File: src/rtl/mul8x8_seq_if.sv
// Request/result bundle between a client and the sequential multiplier.
// Handshake: the client raises start with a/b for one cycle; it is accepted only when busy is low, and the result arrives later as a one-cycle done pulse alongside product.
interface mul8x8_seq_if #(parameter int N = 8);
  logic           start;
  logic [N-1:0]   a;
  logic [N-1:0]   b;
  logic           busy;
  logic           done;
  logic [2*N-1:0] product;

  modport master (output start, a, b, input busy, done, product);
  modport slave  (input start, a, b, output busy, done, product);
endinterface

File: src/rtl/mul8x8_seq.sv
// Shift-and-add unsigned multiplier controller; the 2N-bit adder lives outside and
// is driven through add_in1/add_in2, its sum returning combinationally on add_out.
module mul8x8_seq #(
  parameter int N = 8
) (
  input  logic           clk,
  input  logic           rst_n,
  mul8x8_seq_if.slave    bus,
  output logic [2*N-1:0] add_in1,
  output logic [2*N-1:0] add_in2,
  input  logic [2*N-1:0] add_out,
  output logic           dbg_state
);

  localparam int CW = (N > 1) ? $clog2(N) : 1;

  typedef enum logic {IDLE = 1'b0, RUN = 1'b1} state_t;

  state_t         state_q, state_d;
  logic [2*N-1:0] acc_q, acc_d;
  logic [2*N-1:0] mcand_q, mcand_d;
  logic [N-1:0]   mplier_q, mplier_d;
  logic [CW-1:0]  cnt_q, cnt_d;
  logic [2*N-1:0] product_q, product_d;
  logic           busy_q, busy_d;
  logic           done_q, done_d;

  always_comb begin
    state_d   = state_q;
    acc_d     = acc_q;
    mcand_d   = mcand_q;
    mplier_d  = mplier_q;
    cnt_d     = cnt_q;
    product_d = product_q;
    busy_d    = busy_q;
    done_d    = 1'b0;
    add_in1   = '0;
    add_in2   = '0;
    case (state_q)
      IDLE: begin
        if (bus.start) begin
          acc_d    = '0;
          mcand_d  = {{N{1'b0}}, bus.a};
          mplier_d = bus.b;
          cnt_d    = '0;
          state_d  = RUN;
          busy_d   = 1'b1;
        end
      end
      RUN: begin
        // Partial product for this bit is gated by the multiplier LSB.
        add_in1  = acc_q;
        add_in2  = mplier_q[0] ? mcand_q : '0;
        acc_d    = add_out;
        mcand_d  = mcand_q << 1;
        mplier_d = mplier_q >> 1;
        cnt_d    = cnt_q + 1'b1;
        if (cnt_q == CW'(N - 1)) begin
          product_d = add_out;
          done_d    = 1'b1;
          busy_d    = 1'b0;
          state_d   = IDLE;
        end
      end
    endcase
  end

  always_ff @(posedge clk or negedge rst_n) begin
    if (!rst_n) begin
      state_q   <= IDLE;
      acc_q     <= '0;
      mcand_q   <= '0;
      mplier_q  <= '0;
      cnt_q     <= '0;
      product_q <= '0;
      busy_q    <= 1'b0;
      done_q    <= 1'b0;
    end else begin
      state_q   <= state_d;
      acc_q     <= acc_d;
      mcand_q   <= mcand_d;
      mplier_q  <= mplier_d;
      cnt_q     <= cnt_d;
      product_q <= product_d;
      busy_q    <= busy_d;
      done_q    <= done_d;
    end
  end

  assign bus.busy    = busy_q;
  assign bus.done    = done_q;
  assign bus.product = product_q;
  assign dbg_state   = state_q;

endmodule

File: src/flat_wrapper.sv
// flat-port wrapper written by rule: the top's interface ports become plain ports
module mul8x8_seq_flat 
#(
  parameter int N = 8
)
  (clk, rst_n, add_in1, add_in2, add_out, dbg_state, bus_start, bus_a, bus_b, bus_busy, bus_done, bus_product);
  mul8x8_seq_if #(.N(N)) bus_i ();
  input  logic clk;
  input  logic rst_n;
  output logic [2*N-1:0] add_in1;
  output logic [2*N-1:0] add_in2;
  input  logic [2*N-1:0] add_out;
  output logic dbg_state;
  input wire logic [$bits(bus_i.start)-1:0] bus_start;
  input wire logic [$bits(bus_i.a)-1:0] bus_a;
  input wire logic [$bits(bus_i.b)-1:0] bus_b;
  output wire logic [$bits(bus_i.busy)-1:0] bus_busy;
  output wire logic [$bits(bus_i.done)-1:0] bus_done;
  output wire logic [$bits(bus_i.product)-1:0] bus_product;
  assign bus_i.start = bus_start;
  assign bus_i.a = bus_a;
  assign bus_i.b = bus_b;
  assign bus_busy = bus_i.busy;
  assign bus_done = bus_i.done;
  assign bus_product = bus_i.product;
  mul8x8_seq #(.N(N)) u_core (.clk(clk), .rst_n(rst_n), .bus(bus_i), .add_in1(add_in1), .add_in2(add_in2), .add_out(add_out), .dbg_state(dbg_state));
endmodule
File: config.mk
export PLATFORM = sky130hd
export DESIGN_NAME = mul8x8_seq_flat
export DESIGN_NICKNAME = d
export VERILOG_FILES = /design/src/rtl/mul8x8_seq_if.sv /design/src/rtl/mul8x8_seq.sv /design/src/flat_wrapper.sv
export SDC_FILE = /design/constraint.sdc
export NUM_CORES = 1
export LEC_CHECK = 0
export CORE_ASPECT_RATIO = 0.8
export CORE_MARGIN = 3
export CORE_UTILIZATION = 30
export DETAILED_ROUTE_END_ITERATION = 12
export PLACE_DENSITY = 0.62
export SETUP_SLACK_MARGIN = 0.05
export SYNTH_ARGS = -nofsm -noshare
export SYNTH_HDL_FRONTEND = slang
export SYNTH_SLANG_ARGS = --single-unit
export TNS_END_PERCENT = 10
File: constraint.sdc
create_clock -name clk -period 1.6 [get_ports clk]
set_input_delay 0.24 -clock clk [delete_from_list [all_inputs] [get_ports clk]]
set_output_delay 0.24 -clock clk [all_outputs]
set_load 0.02 [all_outputs]
After elaboration in Yosys (flattened, before gate mapping):

Cells that the tools add are included.

* eq/ne operators: 3
* shift-type cells: 0
* multiplexer cells: 19
* magnitude comparators: 0
* div/mod/pow operators: 0
* add/subtract/negate cells: 1
* bitwise logic cells: 1
* $mul: 0
* reduce and logical (&&, ||, !) cells: 2

Operators with widths (count)
* $mux 16: 5
* $pmux 16 s2: 2
* $pmux 8 s2: 1
* $mux 8: 1
* $mux 1: 6
* $pmux 3 s2: 1
* $ne 2x2->1 const B: 2
* $pmux 1 s2: 2
* $reduce_and 2->1: 2
* $add 3x1->3 const B: 1
* $eq 3x3->1 const B: 1
* $mux 3: 1
* $not 1->1: 1

* ROM bits: 0
* bits in registers: 62
* word-level logic and storage cells: 34
* input port bits: 35
* output and inout bits: 51
* bits in writable memories: 0
* latch bits: 0
* memories kept: 0

Logic depth before layout (Yosys ltp):

Gate-level depths: netlist of the first run.

* depth in word-level cells: 3
* mapped depth: 5

Worst setup path before layout of the first run:

OpenSTA, ideal clock, no wires.

* path kind: register to register
* from: reg u_core.cnt_q[0]
* to: reg u_core.product_q[10], in the netlist u_core.bus.product[10]
* path slack: 69 ps
* buffers on the path: 1
* arrival: 1406 ps
* stages on the path, launching flop included: 6
* period minus slack after synthesis: 1531 ps
* required time: 1475 ps
* cell sequence: dfrtp_1 -> ha_1 -> ha_1 -> nand2_2 -> buf_6 -> mux2_4

* word-level cells in the longest chain between the ends: 2

RTL lines
* from (decl): RTL line mul8x8_seq.sv:23 `logic [CW-1:0] cnt_q, cnt_d;`
* from (signal assigned): RTL line mul8x8_seq.sv:83 `cnt_q <= cnt_d;`
* $eq 3x3->1: RTL line mul8x8_seq.sv:58 `if (cnt_q == CW'(N - 1)) begin`
* $reduce_and 2->1 (no line)
* to (signal assigned): RTL line mul8x8_seq.sv:84 `product_q <= product_d;`
* to (decl): RTL line mul8x8_seq.sv:24 `logic [2*N-1:0] product_q, product_d;`

Every way passes these cells.
A chain may end at the register's enable or synchronous reset.

Worst setup path after layout of the first run:

* from: reg u_core.product_q[2], in the netlist u_core.bus.product[2]
* to: out bus_product[2]

RTL lines
* to (decl): RTL line flat_wrapper.sv:19 `output wire logic [$bits(bus_i.product)-1:0] bus_product;`

No word-level cell between the ends.

==> reports/metrics.csv, run 1 <==
stage;metric;value;unit
run_status;status;finished clean;
sta;period_share;95.18;%
route;viasPerCell;4.601;
pwr;p_clk_share;26.3;%
cells_and_area;drive_gt1_share;24.86;%
sta;finalSetupViolations;0;
route;vias;2144;
synthesis;synth_warnings;0;
cells_and_area;fin_cells;466;
synthesis;synth.net_count;290;
route;wl_per_cell;14.27;um
sta;skew;0.005022;ns
placed_design;port_buffers;85;
run;cap_violations;0;
cells_and_area;utilization;47.05;%
cts;clk_pin_slew_worst_paths;0.05;ns
sta;grt_setup_unrepaired;true;
pwr;p_sw;2751;uW
pwr;p_comb_share;42.2;%
floorplan;core_area;0.008783;mm2
pwr;p_leak;0.002019;uW
placed_design;hpwlAfterDp;4198;um
global_routing;grt_pass1_vias;2123;
floorplan;start_util;31.79;%
sta;tns;0;ns
cts;h-tree-depth;3;
pwr;swShare;33.47;%
sta;fmax;0.6566;GHz
sta;tightest_slew;0.3553;ns
sta;fin_crit;1.523;ns
pwr;irDropWorstVdd;0.0007968;V
global_routing;gr-usage-all-layers;13.26;%
worst_setup_path;crit_path_max_fanout;2;
route;dr.max_layer_used;met4;
placed_design;place_ws;-0.02908;ns
pwr;p_int;5467;uW
worst_setup_path;critPathSlowestCell;clkdlybuf4s50_1;
cts;clkSinkCount;62;
placed_design;globalplace.congestion;0.7027;
sta;final-hold-violation-count;0;
pwr;seqPwrFrac;31.4;%
synthesis;synthesis.instances;252;
route;initialDrtViolationCount;90;
floorplan;die_h;92.30;um
route;wl_met3;444;um
worst_setup_path;path_cells;clkdlybuf4s50_1;
cells_and_area;num_antenna_cells;0;
synthesis;ys_seq_elements;62;
floorplan;io-pin-count;86;
route;drcViolationCount;0;
floorplan;die_w;113.9;um
sta;relSlewSlack;76.29;%
global_routing;grt_first_pass_wirelength;11010;um
worst_setup_path;worstSetupEndpointType;primary output;
worst_setup_path;crit_family;buffers and inverters;
route;wl_met2;2931;um
global_routing;antenna_found_initial;0;
worst_setup_path;worstSetupPathType;reg -> out;
sta;drv_slew;0;
synthesis;synth_cell_types;21;
cells_and_area;fin_nets;387;
worst_setup_path;critPathBufInv;1;
sta;setup_ws;0.07708;ns
worst_setup_path;arrival;1.28;ns
pwr;total_power;8218;uW
floorplan;std_cell_rows;30;
placed_design;dpl.cell_count;446;
worst_setup_path;regToRegSetupSlack;0.11;ns
worst_setup_path;critPathMaxStageDelay;0.62;ns
synthesis;ys_seq_area_share;55.56;%
cells_and_area;syn_to_final_growth;47.98;%
worst_setup_path;start_kind;register;
synthesis;syn_area_per_cell;11.08;um2
global_routing;grt_max_degree;63;
global_routing;overflow;0;
synthesis;syn_area;0.002793;mm2
route;wirelength;6652;um
cts;cts_root_buffer;clkbuf_16;
cts;clk_path_buf_depth;2;
cts;worstSkewPairLatency;0.32;ns
pwr;powerDensity;1988;mW/mm2
min_path;hold_path.class;in -> reg;
route;ant_nets;0;
route;met1_length;3219;um
worst_setup_path;worstPathRequired;1.36;ns
route;drtPass1Iterations;5;
cts;cts_tree;done;
cts;cts_buffers;9;
floorplan;dieArea;0.01051;mm2
area by class of cell:
cell class / count / area [um2]
clock buffers: 13 / 270.3
clock inverters: 3 / 65.06
fillers: 854 / 4651
inverters: 2 / 7.507
multi-input cells: 170 / 1149
flip-flops and latches: 62 / 1553
well taps: 112 / 140.1
repair buffers: 104 / 948.4
placed cells by master, fill, tap and decap left out, types with 3 or more instances in the layout:
cell type	instances
dfrtp_1	61
clkdlybuf4s50_1	46
nand2_1	34
o21ai_0	34
buf_2	33
nand2b_1	21
mux2i_1	17
and2_1	16
and3_1	16
clkbuf_16	10
mux2_4	9
buf_4	8
mux2_2	7
a22o_1	6
buf_12	6
dlygate4sd2_1	5
nor2_1	3
clkbuf_8	3
power groups by stage:
stage | Sequential [uW] | Combinational, uW | Clock, uW
2_1_floorplan | 2810 | 1730 | 0
3_3_place_gp | 2570 | 3550 | 0
3_5_place_dp | 2590 | 3600 | 0
4_1_cts | 2580 | 3480 | 2220
5_1_grt | 2680 | 3790 | 2310
6_report | 2580 | 3470 | 2160
what timing repair did:
action | 4_1_cts | 5_1_grt
setup endpoints to repair | 46 | 28
hold buffers | 1 | 0
gates resized for setup | 134 | 5
gates cloned | 1 | 1
setup buffers | 1 | 0
pin swaps | 0 | 1
hold endpoints to repair | 62 | 0
cells in the mapped netlist:
cell	count	share of area, %
buf_6	2	0.81
nand2_1	34	4.6
buf_4	1	0.27
nor2_2	1	0.22
a22o_1	6	1.9
mux2i_1	17	6.1
o22ai_1	1	0.22
and2_1	16	3.6
dfrtp_1	62	56
and3_1	16	3.6
clkbuf_1	8	1.1
mux2_2	7	2.8
ha_1	3	1.3
buf_2	7	1.3
mux2_4	9	4.8
inv_1	2	0.27
nand2b_1	21	4.7
nand2_2	1	0.22
nor2_1	3	0.40
o21ai_0	34	6.1
a21oi_1	1	0.18
kinds of logic (layout without fill, tap and decap cells):
group | after synthesis | in the layout | share of synthesized area (%)
AOI/OAI and AO/OA | 42 | 42 | 8.378
adders and majority gates | 3 | 3 | 1.344
buffers and inverters | 20 | 122 | 3.674
DFF | 62 | 62 | 55.56
muxes | 33 | 33 | 13.75
and+or+nand+nor | 92 | 92 | 17.29
metrics by stage:
step	area, um2	hold slack (ns)
after floorplan	2793	-0.05559
after global routing	4133	0.3370
after global placement	3867	0.2794
after detailed placement	3867	0.2814
final	4133	0.3266
after CTS	4099	0.3255
worst paths after layout:
check                                       from               endpoint  cells after the start
max in group asynchronous                  rst_n       u_core.dbg_state                      3
setup / recovery           u_core.bus.product[2]         bus_product[2]                      1
hold / removal                         bus_start        u_core.acc_q[6]                      2
min in group asynchronous                  rst_n  u_core.bus.product[7]                      3
hold reg to reg                 u_core.acc_q[15]       u_core.acc_q[15]                      1
setup reg to reg                u_core.dbg_state  u_core.bus.product[3]                      5
flip-flops by register name, summed over array words and instances (netlist names):
| name | cells |
|---|---|
| u_core.bus.product | 16 |
| u_core.mcand_q | 16 |
| u_core.acc_q | 16 |
| u_core.mplier_q | 8 |
| u_core.cnt_q | 3 |
| u_core.bus.done | 1 |
| u_core.dbg_state | 1 |
| u_core.bus.busy | 1 |
layer usage:
| layer | vias up | GRT usage [%] |
|---|---|---|
| met5 | - | 0 |
| met4 | 0 | 4.154 |
| met3 | 10 | 4.442 |
| met2 | 71 | 19.75 |
| met1 | 1020 | 18.26 |
| li1 | 1043 | - |
Note: power is estimated with default switching activity, not from simulation.
==> inputs of run 2 (changes only) <==
--- a/config.mk
+++ b/config.mk
@@ -9,7 +9,8 @@
 export CORE_MARGIN = 3
 export CORE_UTILIZATION = 30
 export DETAILED_ROUTE_END_ITERATION = 12
-export PLACE_DENSITY = 0.62
+export DONT_BUFFER_PORTS = 1
+export PLACE_DENSITY = 0.49
 export SETUP_SLACK_MARGIN = 0.05
 export SYNTH_ARGS = -nofsm -noshare
 export SYNTH_HDL_FRONTEND = slang
==> run 2 against run 1 <==
Clock power shrank 10%. Sequential share of layout area up 9.4 points. Critical path depth is 1 higher. Core utilization is 9.3 points lower. First-iteration DRC count is 26% higher. Clock skew is 0.0012 ns higher. Die area is the same. Sequential power rose by 15%. Design area down 20%. Fmax increased by 1.4%. Non-clock buffer count fell by 93. Critical path type unchanged. The run now ends with negative hold slack left.
==> reports/metrics.csv, run 2 (synthesized netlist as in run 1, its figures left out) <==
stage;metric;value;unit
floorplan;start_util;31.79;%
cells_and_area;syn_to_final_growth;18.64;%
cells_and_area;fin_cells;373;
worst_setup_path;critPathSlowestCell;dfrtp_4;
cts;cts_buffers;9;
global_routing;gr-usage-all-layers;12.35;%
floorplan;dieArea;0.01051;mm2
sta;drv_slew;0;
pwr;irDropWorstVdd;0.001112;V
cells_and_area;utilization;37.72;%
worst_setup_path;regToRegSetupSlack;0.14;ns
global_routing;antenna_found_initial;0;
worst_setup_path;r2r.worst_path.cells;5;
worst_setup_path;worstSetupPathType;reg -> out;
cts;clkSinkCount;62;
cells_and_area;final_cell_mix;dfrtp_1 (60), nand2_1 (34), o21ai_0 (34), nand2b_1 (21), mux2i_1 (17);
cells_and_area;fin_nets;294;
worst_setup_path;timing.rr.end;u_core.bus.product[3];
cts;clk_path_buf_depth;2;
floorplan;std_cell_rows;30;
global_routing;grt_first_pass_wirelength;9963;um
global_routing;grt_max_degree;63;
worst_setup_path;arrival;1.26;ns
worst_setup_path;worstPathRequired;1.36;ns
pwr;p_leak;0.001560;uW
floorplan;die_h;92.30;um
route;initialDrtViolationCount;113;
cells_and_area;drive_gt1_share;25.67;%
floorplan;io-pin-count;86;
placed_design;dpl.cell_count;353;
floorplan;core_area;0.008783;mm2
worst_setup_path;crit_path_max_fanout;28;
cts;worstSkewPairLatency;0.32;ns
cts;cts_tree;done;
worst_setup_path;start_kind;register;
cells_and_area;fillCellCount;903;
route;drtPass1Iterations;4;
worst_setup_path;critPathMaxStageDelay;0.52;ns
placed_design;hpwlAfterDp;3890;um
route;viasPerCell;4.740;
sta;grt_setup_unrepaired;true;
cts;h-tree-depth;3;
floorplan;die_w;113.9;um
cts;clk_pin_slew_worst_paths;0.05;ns
placed_design;port_buffers;0;
sta;skew;0.006262;ns
run_status;violations;negative hold slack;
sta;final-hold-violation-count;62;
run;cap_violations;0;
worst_setup_path;r2r_start;u_core.cnt_q[0];
route;wl_per_cell;16.76;um
worst_setup_path;path_cells;buf_12, and2_2;
sta;tns;0;ns
sta;finalSetupViolations;0;
worst_setup_path;worstSetupEndpointType;primary output;
global_routing;overflow;0;
global_routing;grt_pass1_vias;1726;
cells_and_area;layout_commonest_cell;dfrtp_1;
route;wirelength;6251;um
sta;fmax;0.6660;GHz
min_path;hold_path.class;in -> async;
placed_design;globalplace.congestion;0.6983;
route;ant_nets;0;
route;drcViolationCount;0;
pwr;powerDensity;2148;mW/mm2
run_status;status;finished, violations left;
cells_and_area;num_antenna_cells;0;
sta;fin_crit;1.501;ns
sta;period_share;93.84;%
sta;whs;-0.3894;ns
route;vias;1768;
sta;tightest_slew;0.3412;ns
cts;cts_root_buffer;clkbuf_16;
sta;relSlewSlack;77.23;%
## run 2: changes by cell type in the layout (fill, tap and decap cells not counted), moves of 2 or more
| cell | previous run | this run |
|---|---|---|
| clkdlybuf4s50_1 | 46 | 0 |
| and3_2 | 0 | 16 |
| buf_2 | 33 | 0 |
| and2_1 | 16 | 13 |
| buf_4 | 8 | 6 |
| buf_12 | 6 | 2 |
| and3_1 | 16 | 0 |
| clkinv_2 | 1 | 3 |
| and2_2 | 0 | 3 |
| dlygate4sd2_1 | 5 | 0 |
## run 2: what timing repair did
item,4_1_cts,5_1_grt
pin swaps,0,1
setup buffers,3,0
cloned,1,0
endpoints found under the hold margin,62,62
setup endpoints to repair,31,34
resized for setup,18,6
## run 2: area by class of cell
class / instances / area [um2] / area share, %
sequential: 62 / 1556 / 46.98
multi-input combinational: 170 / 1167 / 35.23
clock buffer: 12 / 256.5 / 7.742
timing repair buffer: 11 / 140.1 / 4.230
tap: 112 / 140.1 / 4.230
clock inverter: 4 / 45.04 / 1.360
inverter: 2 / 7.507 / 0.2266
## run 2: stage by stage
stage          power, uW  hold WS [ns]  worst slack, ns  instance area (um2)
2_1_floorplan       4545      -0.05559          0.06853                 2793
3_3_place_gp        4991      -0.05425          0.09475                 2919
3_5_place_dp        5031      -0.05406          0.06869                 2919
4_1_cts             7208       -0.4056          0.05282                 3298
5_1_grt             7602       -0.4140          0.04454                 3313
6_report            7115       -0.3894          0.09853                 3313
## run 2: how the worst max path moves through the flow
stage          slack (ns)        startpoint                     end  depth (start not counted)
2_1_floorplan        0.07   u_core.cnt_q[0]  u_core.bus.product[10]                          5
3_3_place_gp         0.09   u_core.cnt_q[0]  u_core.bus.product[14]                          5
3_5_place_dp         0.07   u_core.cnt_q[0]   u_core.bus.product[3]                          5
4_1_cts              0.05  u_core.dbg_state             add_in2[15]                          2
5_1_grt              0.04  u_core.dbg_state             add_in1[12]                          2
6_report              0.1  u_core.dbg_state             add_in1[12]                          2
## run 2: where the power goes
part           switching (uW)  internal, uW  leakage [uW]
sequential                767          2210      0.000768
combinational            1110          1090      0.000640
clock                     656          1280      0.000152
total                    2540          4580       0.00156
## run 2: worst max-delay path, delay by kind of cell (launching register included)
family | cells | cell delay [ns]
flip-flops | 1 | 0.52
AND/OR/NAND/NOR | 1 | 0.24
buffers and inverters | 1 | 0.17
## run 2: metal layers
metal  global-route usage [%]  wire length (um)  vias to the layer above
li1                         -                 -                      860
met1                    16.59              2928                      849
met2                    17.60              2834                       52
met3                    4.833               400                        7
met4                    5.341                88                        0
met5                        0                 0                        -
